<file path="src/rtl/cache_control_pkg.sv">
// Shared types for the L1 cache controller: FSM state encoding and datapath mux selects.
package cache_types;

    typedef enum logic [1:0] {
        CHECK     = 2'd0,
        WRITEBACK = 2'd1,
        ALLOCATE  = 2'd2
    } cache_state_t;

    localparam logic SRC_CPU  = 1'b0;
    localparam logic SRC_PMEM = 1'b1;
    localparam logic ADDR_CPU = 1'b0;
    localparam logic ADDR_WB  = 1'b1;

endpackage

</file>
<file path="src/rtl/cache_control_perf_counters.sv">
// Hit/miss/writeback event counters for the cache controller; built only with CACHE_PERF_COUNTERS_EN.
module cache_perf_counters #(
    parameter int unsigned COUNT_W = 32
) (
    input  logic               clk,
    input  logic               rst,
    input  logic               mem_resp,
    input  logic               miss_start,
    input  logic               wb_done,
    input  logic               alloc_done,
    output logic [COUNT_W-1:0] hit_count,
    output logic [COUNT_W-1:0] miss_count,
    output logic [COUNT_W-1:0] wb_count
);

    logic               refill_q, refill_d;
    logic [COUNT_W-1:0] hit_q, hit_d;
    logic [COUNT_W-1:0] miss_q, miss_d;
    logic [COUNT_W-1:0] wb_q, wb_d;

    // The response right after a line fill completes a miss, so it is not a first-pass hit.
    always_comb begin
        refill_d = alloc_done;
        hit_d    = hit_q;
        miss_d   = miss_q;
        wb_d     = wb_q;
        if (mem_resp && !refill_q) begin
            hit_d = hit_q + COUNT_W'(1);
        end
        if (miss_start) begin
            miss_d = miss_q + COUNT_W'(1);
        end
        if (wb_done) begin
            wb_d = wb_q + COUNT_W'(1);
        end
    end

    always_ff @(posedge clk or posedge rst) begin
        if (rst) begin
            refill_q <= 1'b0;
            hit_q    <= '0;
            miss_q   <= '0;
            wb_q     <= '0;
        end else begin
            refill_q <= refill_d;
            hit_q    <= hit_d;
            miss_q   <= miss_d;
            wb_q     <= wb_d;
        end
    end

    assign hit_count  = hit_q;
    assign miss_count = miss_q;
    assign wb_count   = wb_q;

endmodule

</file>
<file path="src/rtl/cache_control.sv">
// Control FSM for the 2-way set-associative L1 cache: hits, dirty writeback, line allocation.
// Optional performance counters are compiled in with CACHE_PERF_COUNTERS_EN.
module cache_control
    import cache_types::*;
#(
    parameter int unsigned COUNT_W = 32
) (
    input  logic               clk,
    input  logic               rst,
    input  logic               mem_read,
    input  logic               mem_write,
    input  logic               hit,
    input  logic               hit_way,
    input  logic               dirty0,
    input  logic               dirty1,
    input  logic               pmem_resp,
    output logic               mem_resp,
    output logic               pmem_read,
    output logic               pmem_write,
    output logic               way_sel,
    output logic               load_data,
    output logic               load_tag,
    output logic               load_valid,
    output logic               load_dirty,
    output logic               load_lru,
    output logic               dirty_in,
    output logic               lru_in,
    output logic               data_src_sel,
    output logic               pmem_addr_sel
`ifdef CACHE_PERF_COUNTERS_EN
   ,output logic [COUNT_W-1:0] hit_count,
    output logic [COUNT_W-1:0] miss_count,
    output logic [COUNT_W-1:0] wb_count
`endif
);

    cache_state_t state_q, state_d;
    logic         victim_q, victim_d;
    logic         miss_start, wb_done, alloc_done;
    logic         req;

    assign req = mem_read | mem_write;

    // Outputs are decoded from state and inputs; reset forces them low without waiting for an edge.
    always_comb begin
        state_d       = state_q;
        victim_d      = victim_q;
        miss_start    = 1'b0;
        wb_done       = 1'b0;
        alloc_done    = 1'b0;
        mem_resp      = 1'b0;
        pmem_read     = 1'b0;
        pmem_write    = 1'b0;
        way_sel       = 1'b0;
        load_data     = 1'b0;
        load_tag      = 1'b0;
        load_valid    = 1'b0;
        load_dirty    = 1'b0;
        load_lru      = 1'b0;
        dirty_in      = 1'b0;
        lru_in        = 1'b0;
        data_src_sel  = SRC_CPU;
        pmem_addr_sel = ADDR_CPU;
        if (!rst) begin
            unique case (state_q)
                CHECK: begin
                    if (req && hit) begin
                        mem_resp = 1'b1;
                        load_lru = 1'b1;
                        lru_in   = ~hit_way;
                        if (mem_write) begin
                            way_sel      = hit_way;
                            load_data    = 1'b1;
                            data_src_sel = SRC_CPU;
                            load_dirty   = 1'b1;
                            dirty_in     = 1'b1;
                        end
                    end else if (req) begin
                        // Victim is captured here and held for the whole miss.
                        victim_d   = hit_way;
                        miss_start = 1'b1;
                        state_d    = (hit_way ? dirty1 : dirty0) ? WRITEBACK : ALLOCATE;
                    end
                end
                WRITEBACK: begin
                    pmem_write    = 1'b1;
                    pmem_addr_sel = ADDR_WB;
                    way_sel       = victim_q;
                    if (pmem_resp) begin
                        wb_done = 1'b1;
                        state_d = ALLOCATE;
                    end
                end
                ALLOCATE: begin
                    pmem_read     = 1'b1;
                    pmem_addr_sel = ADDR_CPU;
                    way_sel       = victim_q;
                    if (pmem_resp) begin
                        load_data    = 1'b1;
                        data_src_sel = SRC_PMEM;
                        load_tag     = 1'b1;
                        load_valid   = 1'b1;
                        load_dirty   = 1'b1;
                        dirty_in     = 1'b0;
                        alloc_done   = 1'b1;
                        state_d      = CHECK;
                    end
                end
                default: state_d = CHECK;
            endcase
        end
    end

    always_ff @(posedge clk or posedge rst) begin
        if (rst) begin
            state_q  <= CHECK;
            victim_q <= 1'b0;
        end else begin
            state_q  <= state_d;
            victim_q <= victim_d;
        end
    end

`ifdef CACHE_PERF_COUNTERS_EN
    cache_perf_counters #(
        .COUNT_W (COUNT_W)
    ) u_perf (
        .clk        (clk),
        .rst        (rst),
        .mem_resp   (mem_resp),
        .miss_start (miss_start),
        .wb_done    (wb_done),
        .alloc_done (alloc_done),
        .hit_count  (hit_count),
        .miss_count (miss_count),
        .wb_count   (wb_count)
    );
`else
    logic unused_events;
    assign unused_events = ^{wb_done, alloc_done, miss_start};
`endif

endmodule

</file>
<file path="config.mk">
export PLATFORM = sky130hd
export DESIGN_NAME = cache_control
export DESIGN_NICKNAME = d
export VERILOG_FILES = /design/src/rtl/cache_control_pkg.sv /design/src/rtl/cache_control_perf_counters.sv /design/src/rtl/cache_control.sv
export SDC_FILE = /design/constraint.sdc
export NUM_CORES = 1
export LEC_CHECK = 0
export BUFFER_PORTS_ARGS = -buffer_cell sky130_fd_sc_hd__buf_4
export CAP_MARGIN = 20
export CORE_AREA = 2 2 39 41
export DETAILED_ROUTE_END_ITERATION = 8
export DIE_AREA = 0 0 41 43
export GPL_TIMING_DRIVEN = 0
export PLACE_DENSITY = 0.58
export SETUP_SLACK_MARGIN = 0.02
export SYNTH_ARGS = -nofsm -noshare
export SYNTH_HDL_FRONTEND = slang
export SYNTH_SLANG_ARGS = --single-unit
</file>
<file path="constraint.sdc">
create_clock -name clk -period 2 [get_ports clk]
set_clock_uncertainty 0.15 [all_clocks]
set_input_delay 0.4 -clock clk [delete_from_list [all_inputs] [get_ports clk]]
set_output_delay 0.4 -clock clk [all_outputs]
set_load 0.05 [all_outputs]
</file>
After elaboration in Yosys (flattened, before gate mapping). Cells that the tools add are included.

$add $sub $neg: 0. Multiply operators: 0. Div/mod/pow operators: 0. $lt $le $gt $ge: 0. Equality and inequality tests: 6. Shifts and indexed selects: 0. Multiplexer cells: 30. Bitwise operators: 4. Reduce and logical (&&, ||, !) cells: 5.

Operators with widths (number): $mux W1 (22); $mux W2 (5); $ne A2 B2 Y1 const B (4); $pmux W2 S3 (1); $reduce_and A5 Y1 (1); $pmux W1 S2 (2); $reduce_and A4 Y1 (1); $not A1 Y1 (3); $eq A2 B1 Y1 const B (1); $eq A2 B2 Y1 const B (1); $logic_not A2 Y1 (1); $reduce_or A2 Y1 (1); $logic_and A1 B1 Y1 (1); $or A1 B1 Y1 (1).

Bits in registers: 3. Latch bits: 0. RAM bits: 0. ROM bits: 0. Input port bits: 9. Output and inout bits: 13. Logic and storage cells: 47. Memories kept: 0.

Longest topological paths before layout. Gate-level depths: netlist (run 1).

Depth in word-level cells: 5. Depth in mapped cells: 6. Mapped depth without buffers: 5.

Worst setup path before layout (run 1). Ideal clock, no wire load.

Path type: register to output. Start point: reg state_q[0]. End point: out load_dirty. Arrival time: 2.597 ns. Data required time: 1.450 ns. Slack: -1.147 ns. Cell stages (with the launch flop): 7. Buffers on the path: 1. Path through: dfrtp_1 -> inv_1 -> ha_1 -> nor2b_1 -> and2_1 -> or2_2 -> buf_4.

Word-level cells in the longest chain between the ends: 3. Elaborated cells on any way between the ends: 4. Those cells by class: eq/ne: 1; mux: 2; reduce/logical: 1.

Ends and longest elaborated chain: start, declared (RTL line cache_control.sv:37) `cache_state_t state_q, state_d;`; start signal, assigned (RTL line cache_control.sv:119) `state_q <= state_d;`; $eq A2 B2 Y1 or $logic_not A2 Y1 (tied branches); $pmux W1 S2 (*); $mux W1 (*); end, declared (RTL line cache_control.sv:24) `output logic load_dirty,`.

Mark *: on every way between the ends. The rest lies on a longest branch, timed or not.

Worst setup path after layout (run 1).
Start point: reg state_q[0]. End point: out load_dirty.

Word-level cells in the longest chain between the ends: 3. Elaborated cells on any way between the ends: 4. Those cells by class: eq/ne: 1; mux: 2; reduce/logical: 1.

Ends and longest elaborated chain: $eq A2 B2 Y1 or $logic_not A2 Y1 (tied branches) (RTL line cache_control.sv:65) `unique case (state_q)`; $pmux W1 S2 (*) (RTL line cache_control.sv:65); $mux W1 (*) (RTL line cache_control.sv:64) `if (!rst) begin`.

Marks and branches as above.

==> run summary, run 1 <==
Synthesized instance count = 41
Drt total wl = 916 µm
Worst hold start = hit_way
Die ar. = 1760 µm²
First-pass GRT wire length = 1350 µm
WP data required = 1.45 ns
Mux contribution to synthesized area = 0.0586
R2R depth = 5
RSZ-0062 raised after global routing = yes
Routed via count = 407
Filler cell count = 127
Post-synthesis xor/xnor area fraction = 0
Synth cell types = 24
Clock sinks = 3
Initial antenna violation count = 0
Maxcap violations = 0
Vias per cell = 4.68
Post-Synth Simple-Gate Area = 0.214
Crit-path max FO = 2
Synthesis-to-layout area growth = 104%
Global-route usage over all layers = 0.108
CP endpoint = load_dirty
Maximum vdd drop = 804 µV
Count of input and output buffers = 20
Fmax = 461 MHz
Seq/Total Area, Yosys = 0.207
DR iter-0 viols = 7
Antenna cells = 0
Pwr/cell area = 1270 nW/µm²
WS Path Type = flip-flop to output pin
Grt total ovfl = 0
#FFs+latches synth = 3
Final Net Count = 85
Core region area = 1380 µm²
HP Class = primary input to flip-flop
# IOs = 22
Main combinational cell family by area after synthesis = compound AO/OA/AOI/OAI gates
Status = finished, violations left
Layout cells sized above 1 = 0.732
Hold Slack = 0.325 ns
Final core occ = 0.535
RR Endpoint = state_q[0]$_DFFE_PP0P_
Avg Inst Size Synth = 8.85 µm²
Ys Warns = 0
Die Ht = 43 µm
Final Hold Fails = 0
Syn_nets = 54
Failing checks = setup timing
Vias in the first global route = 354
Later-pin clock latency in the skew report = 0.23 ns
Std cell rows = 14
TritonRoute pass-1 iters = 4
Final setup violation count = 6
Lkg Pwr = 0.350 nW
CTS tree = built
Mapped cell area = 363 µm²
Clock tree buffer depth = 2
Chip Width = 41 µm
R2r setup slk = 0.17 ns
Routability Congestion = 0.706
CP endpoint kind = output pin
PnR worst setup slack = -0.170 ns
Final period util = 1.08
Max Slew Vio Count = 0
Post-layout min period = 2.17 ns
Worst relative slew slack = 0.839
Worst EP arrival = 1.62 ns
Routed Antenna Nets = 0
TritonCTS Buffers = 3
Starting Density = 0.262
Root Driver = clkbuf_4
Worst-Margin Slew = 0.242 ns
FF-to-FF Start = state_q[0]$_DFFE_PP0P_
H-tree depth = 1
Worst-path clk slew = 0.04 ns
Overall Power = 0.000943 W
CP startpoint = state_q[0]$_DFFE_PP0P_
Largest net degree at the start of global routing = 11
Compound-Gate Fraction of Synth Area = 0.224
Adder-Cell Fraction of Synth Area = 0.138
DR DRC count = 0
Drt wl/cell = 10.5 µm
Startpoint Class = flip-flop
worst max-delay path: stages (launching register included):
cell	delay (ns)
dfrtp_1	0.37
inv_2	0.08
ha_4	0.16
nor2b_4	0.12
and3_4	0.15
or2_4	0.25
buf_6	0.11
buf_8	0.14
state kept, by name, indices dropped and copies added, names as in the netlist:
name,count
state_q,2
victim_q,1
cells in the final DEF, fill, tap and decap left out, types with 2 or more instances in the layout:
cell	Yosys	routed
inv_2	0	2
buf_8	0	2
nor2b_4	0	3
ha_4	0	2
buf_6	0	12
o21ai_0	2	2
dfrtp_1	3	3
clkbuf_4	0	3
buf_4	5	16
nor3_1	2	2
inv_1	4	2
report_power, final:
group	switching [W]	leakage (nW)	internal (W)
registers	0.0000207	0.0369	0.0000903
clock network	0.0000274	0.0150	0.0000745
logic	0.000383	0.298	0.000347
total	0.000431	0.350	0.000512
Yosys cell counts (all sizes together):
cell,number,area share
buf,6,0.12
ha,4,0.14
inv,4,0.041
nor2b,4,0.069
dfrtp,3,0.21
nor3,2,0.028
o21ai,2,0.028
a211o,1,0.028
a211oi,1,0.021
a22oi,1,0.021
and2,1,0.017
and3,1,0.021
mux2,1,0.031
mux2i,1,0.028
nand2,1,0.010
nand3,1,0.014
nand4,1,0.017
o211a,1,0.028
o211ai,1,0.021
o21ba,1,0.028
o21bai,1,0.052
or2,1,0.017
or4,1,0.021
logic make-up (layout without fill, tap and decap cells):
| logic type | after synthesis | in the layout |
|---|---|---|
| mux | 2 | 2 |
| simple gates | 13 | 13 |
| fa+ha+maj | 4 | 4 |
| buf+inv | 10 | 40 |
| compound gates | 9 | 9 |
| flops | 3 | 3 |
how the worst min path moves through the flow:
stage	to	slack, ns	depth (start not counted)
3_5_place_dp	state_q[1]$_DFFE_PP0P_	0.23	2
2_1_floorplan	state_q[0]$_DFFE_PP0P_	0.19	2
6_report	victim_q$_DFFE_PP0P_	0.33	2
5_1_grt	victim_q$_DFFE_PP0P_	0.33	2
3_3_place_gp	victim_q$_DFFE_PP0P_	0.23	2
4_1_cts	victim_q$_DFFE_PP0P_	0.32	2
per-layer routing:
| metal | up-vias | wire (µm) | GRT usage |
|---|---|---|---|
| met5 | - | 0 | 0 |
| met4 | 0 | 0 | 0.0600 |
| met3 | 0 | 63 | 0 |
| met2 | 14 | 477 | 0.181 |
| met1 | 194 | 375 | 0.130 |
| li1 | 199 | - | - |
final cells by class:
cell class	instances	area [µm²]	area share
buffer	6	50.0	0.0676
timing repair buffer	26	250	0.338
clock buffer	4	26.3	0.0355
multi-input combinational	28	304	0.410
inverter	4	15.0	0.0203
tap	16	20.0	0.0270
sequential	3	75.1	0.101
metrics by stage:
| stage | cell area [µm²] | cells | setup TNS, ns | worst slack [ns] |
|---|---|---|---|---|
| 6_report | 741 | 87 | -0.541 | -0.170 |
| 5_1_grt | 741 | 87 | -0.931 | -0.226 |
| 3_3_place_gp | 572 | 77 | -0.376 | -0.224 |
| 2_1_floorplan | 402 | 41 | -0.656 | -0.272 |
| 3_5_place_dp | 572 | 77 | -0.464 | -0.247 |
| 4_1_cts | 713 | 86 | -0.686 | -0.204 |
repair_timing:
action | 4_1_cts | 5_1_grt
endpoints found under the hold margin | 3 | 0
buffers inserted | 4 | 1
resized for setup | 20 | 5
gates cloned | 0 | 0
hold buffers | 1 | 0
setup endpoints to repair | 10 | 11
pin swaps | 5 | 1
Power figures use the tool's default switching activity.
==> run 2: changes to the inputs <==
--- a/config.mk
+++ b/config.mk
@@ -5,7 +5,7 @@
 export SDC_FILE = /design/constraint.sdc
 export NUM_CORES = 1
 export LEC_CHECK = 0
-export BUFFER_PORTS_ARGS = -buffer_cell sky130_fd_sc_hd__buf_4
+export BUFFER_PORTS_ARGS = -buffer_cell sky130_fd_sc_hd__clkbuf_2
 export CAP_MARGIN = 20
 export CORE_AREA = 2 2 39 41
 export DETAILED_ROUTE_END_ITERATION = 8
==> run 2 against run 1 <==
The run still ends with setup timing left. Routed wire length up 16%. Fmax down 2.0%. Flip-flop and latch count did not move. First-iteration DRC count down 29%. Final area rose by 12%. Critical path depth is the same. Via count is 9.1% higher. Sequential share of layout area down 1.1 points. Die area did not move. Critical path type unchanged. Total power grew 12%. Highest routed layer is now met4. Worst setup slack lost 0.044 ns. Combinational power grew 15%.
==> run summary, run 2 (synthesized netlist as in run 1, its figures left out) <==
Core region area = 1380 µm² (unchanged)
Pwr/cell area = 1270 nW/µm² (about the same)
RR Endpoint = state_q[0]$_DFFE_PP0P_
CP endpoint kind = output pin
TNS Setup = -1.10 ns (-0.559 ns)
PnR worst setup slack = -0.214 ns (-0.0444 ns)
Routability Congestion = 0.712 (+0.89%)
First-pass GRT wire length = 1630 µm (+21%)
Largest net degree at the start of global routing = 11 (unchanged)
Maxcap violations = 0 (unchanged)
Max Slew Vio Count = 0 (unchanged)
TritonRoute pass-1 iters = 4 (unchanged)
Vias per cell = 4.77 (+2.1%)
Hold depth = 1 (-1)
R2r setup slk = 0.19 ns (+0.02 ns)
Grt total ovfl = 0 (unchanged)
Die Ht = 43 µm (unchanged)
Crit-path max FO = 2 (unchanged)
Worst-Margin Slew = 0.274 ns (+0.0325 ns)
Clock sinks = 3 (unchanged)
RSZ-0062 raised after global routing = yes
CP startpoint = state_q[1]$_DFFE_PP0P_
Worst relative slew slack = 0.818 (-0.0209)
Most frequent cells in the layout = buf_4 (9), buf_6 (8), clkbuf_2 (8)
H-tree depth = 1 (unchanged)
Fmax = 452 MHz (-2.0%)
WS Path Type = flip-flop to output pin
WP data required = 1.45 ns (about the same)
TritonCTS Buffers = 3 (unchanged)
FF-to-FF Start = state_q[1]$_DFFE_PP0P_
DR iter-0 viols = 5 (-2)
DR DRC count = 0 (unchanged)
Failing checks = setup timing
Layout cells sized above 1 = 0.753 (+0.0209)
Routed Antenna Nets = 0 (unchanged)
Largest regs = state_q (2), victim_q (1)
Final Hold Fails = 0 (unchanged)
Lkg Pwr = 0.394 nW (+12%)
HP Class = flip-flop to flip-flop
Drt total wl = 1070 µm (+16%)
Routed via count = 444 (+9.1%)
Status = finished, violations left
Root Driver = clkbuf_4
Overall Power = 0.00105 W (+12%)
Drt wl/cell = 11.5 µm (+8.9%)
R2R depth = 6 (+1)
Std cell rows = 14 (unchanged)
Most common cell after layout, fill and taps aside = buf_4
Final setup violation count = 9 (+3)
Count of input and output buffers = 20 (unchanged)
Final period util = 1.11 (+0.0222)
CP endpoint = load_dirty
Filler cell count = 114 (-10%)
Final Net Count = 91 (+7.1%)
Post-layout min period = 2.21 ns (+0.0444 ns)
Worst EP arrival = 1.66 ns (+0.04 ns)
Later-pin clock latency in the skew report = 0.23 ns (about the same)
CTS tree = built
Starting Density = 0.262 (unchanged)
Synthesis-to-layout area growth = 128%
Startpoint Class = flip-flop
Chip Width = 41 µm (unchanged)
Initial antenna violation count = 0 (unchanged)
Finished Layout Cells = 93 (+6.9%)
Global-route usage over all layers = 0.139 (+0.0311)
Largest Register = state_q
# IOs = 22 (unchanged)
Vias in the first global route = 419 (+18%)
Die ar. = 1760 µm² (unchanged)
Clock tree buffer depth = 2 (unchanged)
Maximum vdd drop = 745 µV (-7.3%)
Placed Instances = 77 (unchanged)
Max FFs per register = 2 (unchanged)
Antenna cells = 0 (unchanged)
Worst-path clk slew = 0.03 ns (about the same)
run 2: metrics by stage:
stage / instance area (µm²) / utilization / hold slack, ns / setup slack, ns
after detailed placement: 522 / 0.377 / 0.225 / -0.284
after CTS: 757 / 0.547 / 0.360 / -0.229
final: 828 / 0.599 / 0.356 / -0.214
after floorplan: 402 / - / 0.192 / -0.272
after global placement: 522 / 0.377 / 0.226 / -0.259
after global routing: 828 / 0.599 / 0.372 / -0.262
run 2: area by class of cell:
| type | instances | area [µm²] | share of cell area |
|---|---|---|---|
| Timing Repair Buffer | 32 | 334 | 0.403 |
| Multi-Input combinational cell | 28 | 304 | 0.367 |
| Sequential cell | 3 | 75.1 | 0.0906 |
| Buffer | 6 | 53.8 | 0.0650 |
| Clock buffer | 4 | 26.3 | 0.0317 |
| Tap cell | 16 | 20.0 | 0.0242 |
| Inverter | 4 | 15.0 | 0.0181 |
run 2: layer usage:
metal	track usage	routed length (µm)	vias up	part of all wire
met5	0	0	-	0
met2	0.250	632	16	0.59
li1	-	-	215	-
met3	0.0157	46	2	0.043
met4	0.0800	19	0	0.018
met1	0.140	368	211	0.35
run 2: where the power goes:
part	internal [W]	total [W]	leakage (nW)	switching [W]
combinational	0.000427	0.000840	0.342	0.000413
clock	0.0000746	0.000103	0.0150	0.0000284
sequential	0.0000903	0.000110	0.0369	0.0000200
total	0.000592	0.00105	0.394	0.000462
run 2: worst max-delay path, stage by stage (launching register included):
cell	delay [ns]
dfrtp_1	0.39
buf_6	0.13
ha_4	0.14
nor2b_4	0.12
and2_4	0.14
or2_4	0.23
buf_6	0.12
clkbuf_16	0.16
run 2: how the worst min path moves through the flow:
stage,start,endpoint
finish,victim_q$_DFFE_PP0P_,victim_q$_DFFE_PP0P_
global route,hit_way,victim_q$_DFFE_PP0P_
CTS,victim_q$_DFFE_PP0P_,victim_q$_DFFE_PP0P_
detailed placement,rst,state_q[0]$_DFFE_PP0P_
global placement,rst,state_q[0]$_DFFE_PP0P_
floorplan,rst,state_q[0]$_DFFE_PP0P_
run 2: timing repair:
action	4_1_cts	5_1_grt
hold buffers	1	0
setup buffers	7	4
gates resized for setup	33	18
endpoints found under the setup margin	11	12
pin swaps	4	2
hold endpoints to repair	3	0
==> run 3: changes to the inputs <==
--- a/config.mk
+++ b/config.mk
@@ -7,12 +7,14 @@
 export LEC_CHECK = 0
 export BUFFER_PORTS_ARGS = -buffer_cell sky130_fd_sc_hd__clkbuf_2
 export CAP_MARGIN = 20
-export CORE_AREA = 2 2 39 41
+export CORE_AREA = 10 10 47 49
+export CTS_CLUSTER_SIZE = 25
 export DETAILED_ROUTE_END_ITERATION = 8
-export DIE_AREA = 0 0 41 43
+export DIE_AREA = 0 0 57 59
 export GPL_TIMING_DRIVEN = 0
 export PLACE_DENSITY = 0.58
 export SETUP_SLACK_MARGIN = 0.02
 export SYNTH_ARGS = -nofsm -noshare
 export SYNTH_HDL_FRONTEND = slang
+export SYNTH_HIERARCHICAL = 1
 export SYNTH_SLANG_ARGS = --single-unit
==> run 3 against run 2 <==
The run still ends with setup timing left. Worst setup slack improved by 0.0041 ns. Synthesized cell count unchanged. Worst hold slack improved by 0.0043 ns. Fmax increased by 0.19%. Clock power about the same. Global-route usage decreased by 6.5 points. Critical path depth unchanged. Count of clock-buffer cells in the layout unchanged. Area after synthesis unchanged. Sequential power about the same. Flip-flop and latch count unchanged.
==> run summary, run 3 <==
Status = finished, violations left
Failing checks = setup timing
Layout cells sized above 1 = 0.743 (-0.0100)
Main area contributors after synthesis = dfrtp_1 (21%), ha_1 (14%), buf_4 (10%)
Grt total ovfl = 0 (unchanged)
Yosys top cell by area = dfrtp_1
Seq/Total Area, Yosys = 0.207 (unchanged)
R2R depth = 6 (unchanged)
Final Net Count = 88 (-3.3%)
Vias per cell = 4.72 (-1.1%)
PnR worst setup slack = -0.210 ns (+0.00411 ns)
Post-synth top flop = dfrtp_1
Startpoint Class = flip-flop
Largest Register = state_q
HP Class = flip-flop to flip-flop
Pwr/cell area = 1280 nW/µm² (+0.62%)
Fmax = 452 MHz (+0.19%)
Drt wl/cell = 14.1 µm (+23%)
Initial antenna violation count = 0 (unchanged)
DR iter-0 viols = 4 (-1)
TritonRoute pass-1 iters = 2 (-2)
Routed Antenna Nets = 0 (unchanged)
Worst relative slew slack = 0.813 (-0.00500)
Most frequent cell after synthesis = buf_4
Top cell type's share of synthesized area = 0.207 (unchanged)
Dpl hpwl = 800 µm
Placement Setup Slack = -0.276 ns (+0.00798 ns)
# IOs = 22 (unchanged)
Routed via count = 425 (-4.3%)
CP endpoint kind = output pin
Lkg Pwr = 0.378 nW (-3.9%)
Synthesis-to-layout area growth = 124%
RSZ-0062 raised after global routing = yes
Finished Layout Cells = 90 (-3.2%)
Worst-Margin Slew = 0.282 ns (+0.00753 ns)
Most frequent cells in the layout = buf_6 (8), clkbuf_2 (8), buf_4 (7)
Max Slew Vio Count = 0 (unchanged)
CP endpoint = load_dirty
WS Path Type = flip-flop to output pin
Syn_nets = 54 (unchanged)
Largest net degree at the start of global routing = 11 (unchanged)
Starting Density = 0.259 (-0.00328)
RR Endpoint = state_q[0]$_DFFE_PP0P_
Top cells by count, synth = buf_4 (5), ha_1 (4), inv_1 (4), nor2b_1 (4), dfrtp_1 (3)
Final Hold Fails = 0 (unchanged)
R2r setup slk = 0.20 ns (about the same)
Final period util = 1.11 (-0.00205)
Mapped cell area = 363 µm² (unchanged)
H-tree depth = 1 (unchanged)
Chip Width = 57 µm (+39%)
#FFs+latches synth = 3 (unchanged)
Placed Instances = 77 (unchanged)
Avg Inst Size Synth = 8.85 µm² (unchanged)
Clock tree buffer depth = 2 (unchanged)
Die ar. = 3360 µm² (+91%)
Largest regs = state_q (2), victim_q (1)
Die Ht = 59 µm (+37%)
TritonCTS Buffers = 3 (unchanged)
CP startpoint = state_q[1]$_DFFE_PP0P_
Vias in the first global route = 452 (+7.9%)
Placed cell areas = 522 µm² (unchanged)
TNS Setup = -0.621 ns (+0.479 ns)
Count of input and output buffers = 20 (unchanged)
Final setup violation count = 6 (-3)
Ys Warns = 6 (+6)
Max FFs per register = 2 (unchanged)
Antenna cells = 0 (unchanged)
Drt total wl = 1270 µm (+19%)
Hold Slack = 0.360 ns (+0.00427 ns)
Maxcap violations = 0 (unchanged)
FF-to-FF Start = state_q[1]$_DFFE_PP0P_
Crit-path max FO = 2 (unchanged)
Synth cell types = 24 (unchanged)
Routability Congestion = 0.798 (+12%)
Worst EP arrival = 1.66 ns (about the same)
Later-pin clock latency in the skew report = 0.23 ns (about the same)
CTS tree = built
Worst-path clk slew = 0.04 ns (about the same)
Post-synth EDFFs = 0 (unchanged)
Post-synth ARST share = 1.00 (unchanged)
Synthesized instance count = 41 (unchanged)
Core region area = 1400 µm² (+1.3%)
Maximum vdd drop = 750 µV (+0.60%)
Post-route cell area = 812 µm² (-2.0%)
DR DRC count = 0 (unchanged)
Std cell rows = 14 (unchanged)
First-pass GRT wire length = 2020 µm (+24%)
Root Driver = clkbuf_4
Post-layout min period = 2.21 ns (-0.00411 ns)
Global-route usage over all layers = 0.0743 (-0.0647)
WP data required = 1.45 ns (about the same)
Clock sinks = 3 (unchanged)
## run 3: per-layer routing
metal / up-vias / track usage / wire, µm
met4: 0 / 0.0302 / 0
met5: - / 0 / 0
li1: 205 / - / -
met1: 208 / 0.0650 / 442
met3: 0 / 0.0279 / 85
met2: 12 / 0.147 / 745
## run 3: worst min path at each step
stage / to / slack (ns) / from / cells past startpoint
final: victim_q$_DFFE_PP0P_ / 0.36 / victim_q$_DFFE_PP0P_ / 1
after global routing: victim_q$_DFFE_PP0P_ / 0.37 / hit_way / 2
after CTS: victim_q$_DFFE_PP0P_ / 0.36 / hit_way / 2
after detailed placement: state_q[0]$_DFFE_PP0P_ / 0.24 / rst / 2
after global placement: victim_q$_DFFE_PP0P_ / 0.23 / rst / 2
after floorplan: state_q[0]$_DFFE_PP0P_ / 0.19 / rst / 2
## run 3: power breakdown
part	switching (W)	leakage (nW)	internal, W
clock network	0.0000297	0.0150	0.0000747
logic	0.000412	0.326	0.000413
registers	0.0000200	0.0369	0.0000903
## run 3: cell families (layout without fill, tap and decap cells)
group,after synthesis,after routing,share of synthesized area
AOI/OAI and AO/OA,9,9,0.224
muxes,2,2,0.0586
buffers and inverters,10,43,0.159
DFF,3,3,0.207
and+or+nand+nor,13,13,0.214
adders and majority gates,4,4,0.138
## run 3: stage by stage
step | total power (W) | util
2_1_floorplan | 0.000529 | -
3_3_place_gp | 0.000621 | 0.372
3_5_place_dp | 0.000625 | 0.372
4_1_cts | 0.000972 | 0.542
5_1_grt | 0.00112 | 0.579
6_report | 0.00104 | 0.579
## run 3: critical path, stage by stage, from the launching register on
cell and delay (ns):
dfrtp_1 0.39, buf_6 0.13, ha_4 0.14, nor2b_4 0.12, and2_4 0.14, or2_4 0.23
buf_6 0.12, clkbuf_16 0.16
## run 3: final cells by class
class	instances	area, µm²
multi-input combinational	28	314
fill	120	589
inverter	4	15.0
timing repair buffer	29	304
buffer	6	57.6
sequential	3	75.1
tap	16	20.0
clock buffer	4	26.3
## run 3: what timing repair did
| item | in CTS | in global routing |
|---|---|---|
| hold buffers | 1 | 0 |
| buffers inserted | 7 | 2 |
| endpoints found under the setup margin | 11 | 12 |
| resized for setup | 32 | 16 |
| pin swaps | 4 | 3 |
| endpoints found under the hold margin | 3 | 0 |
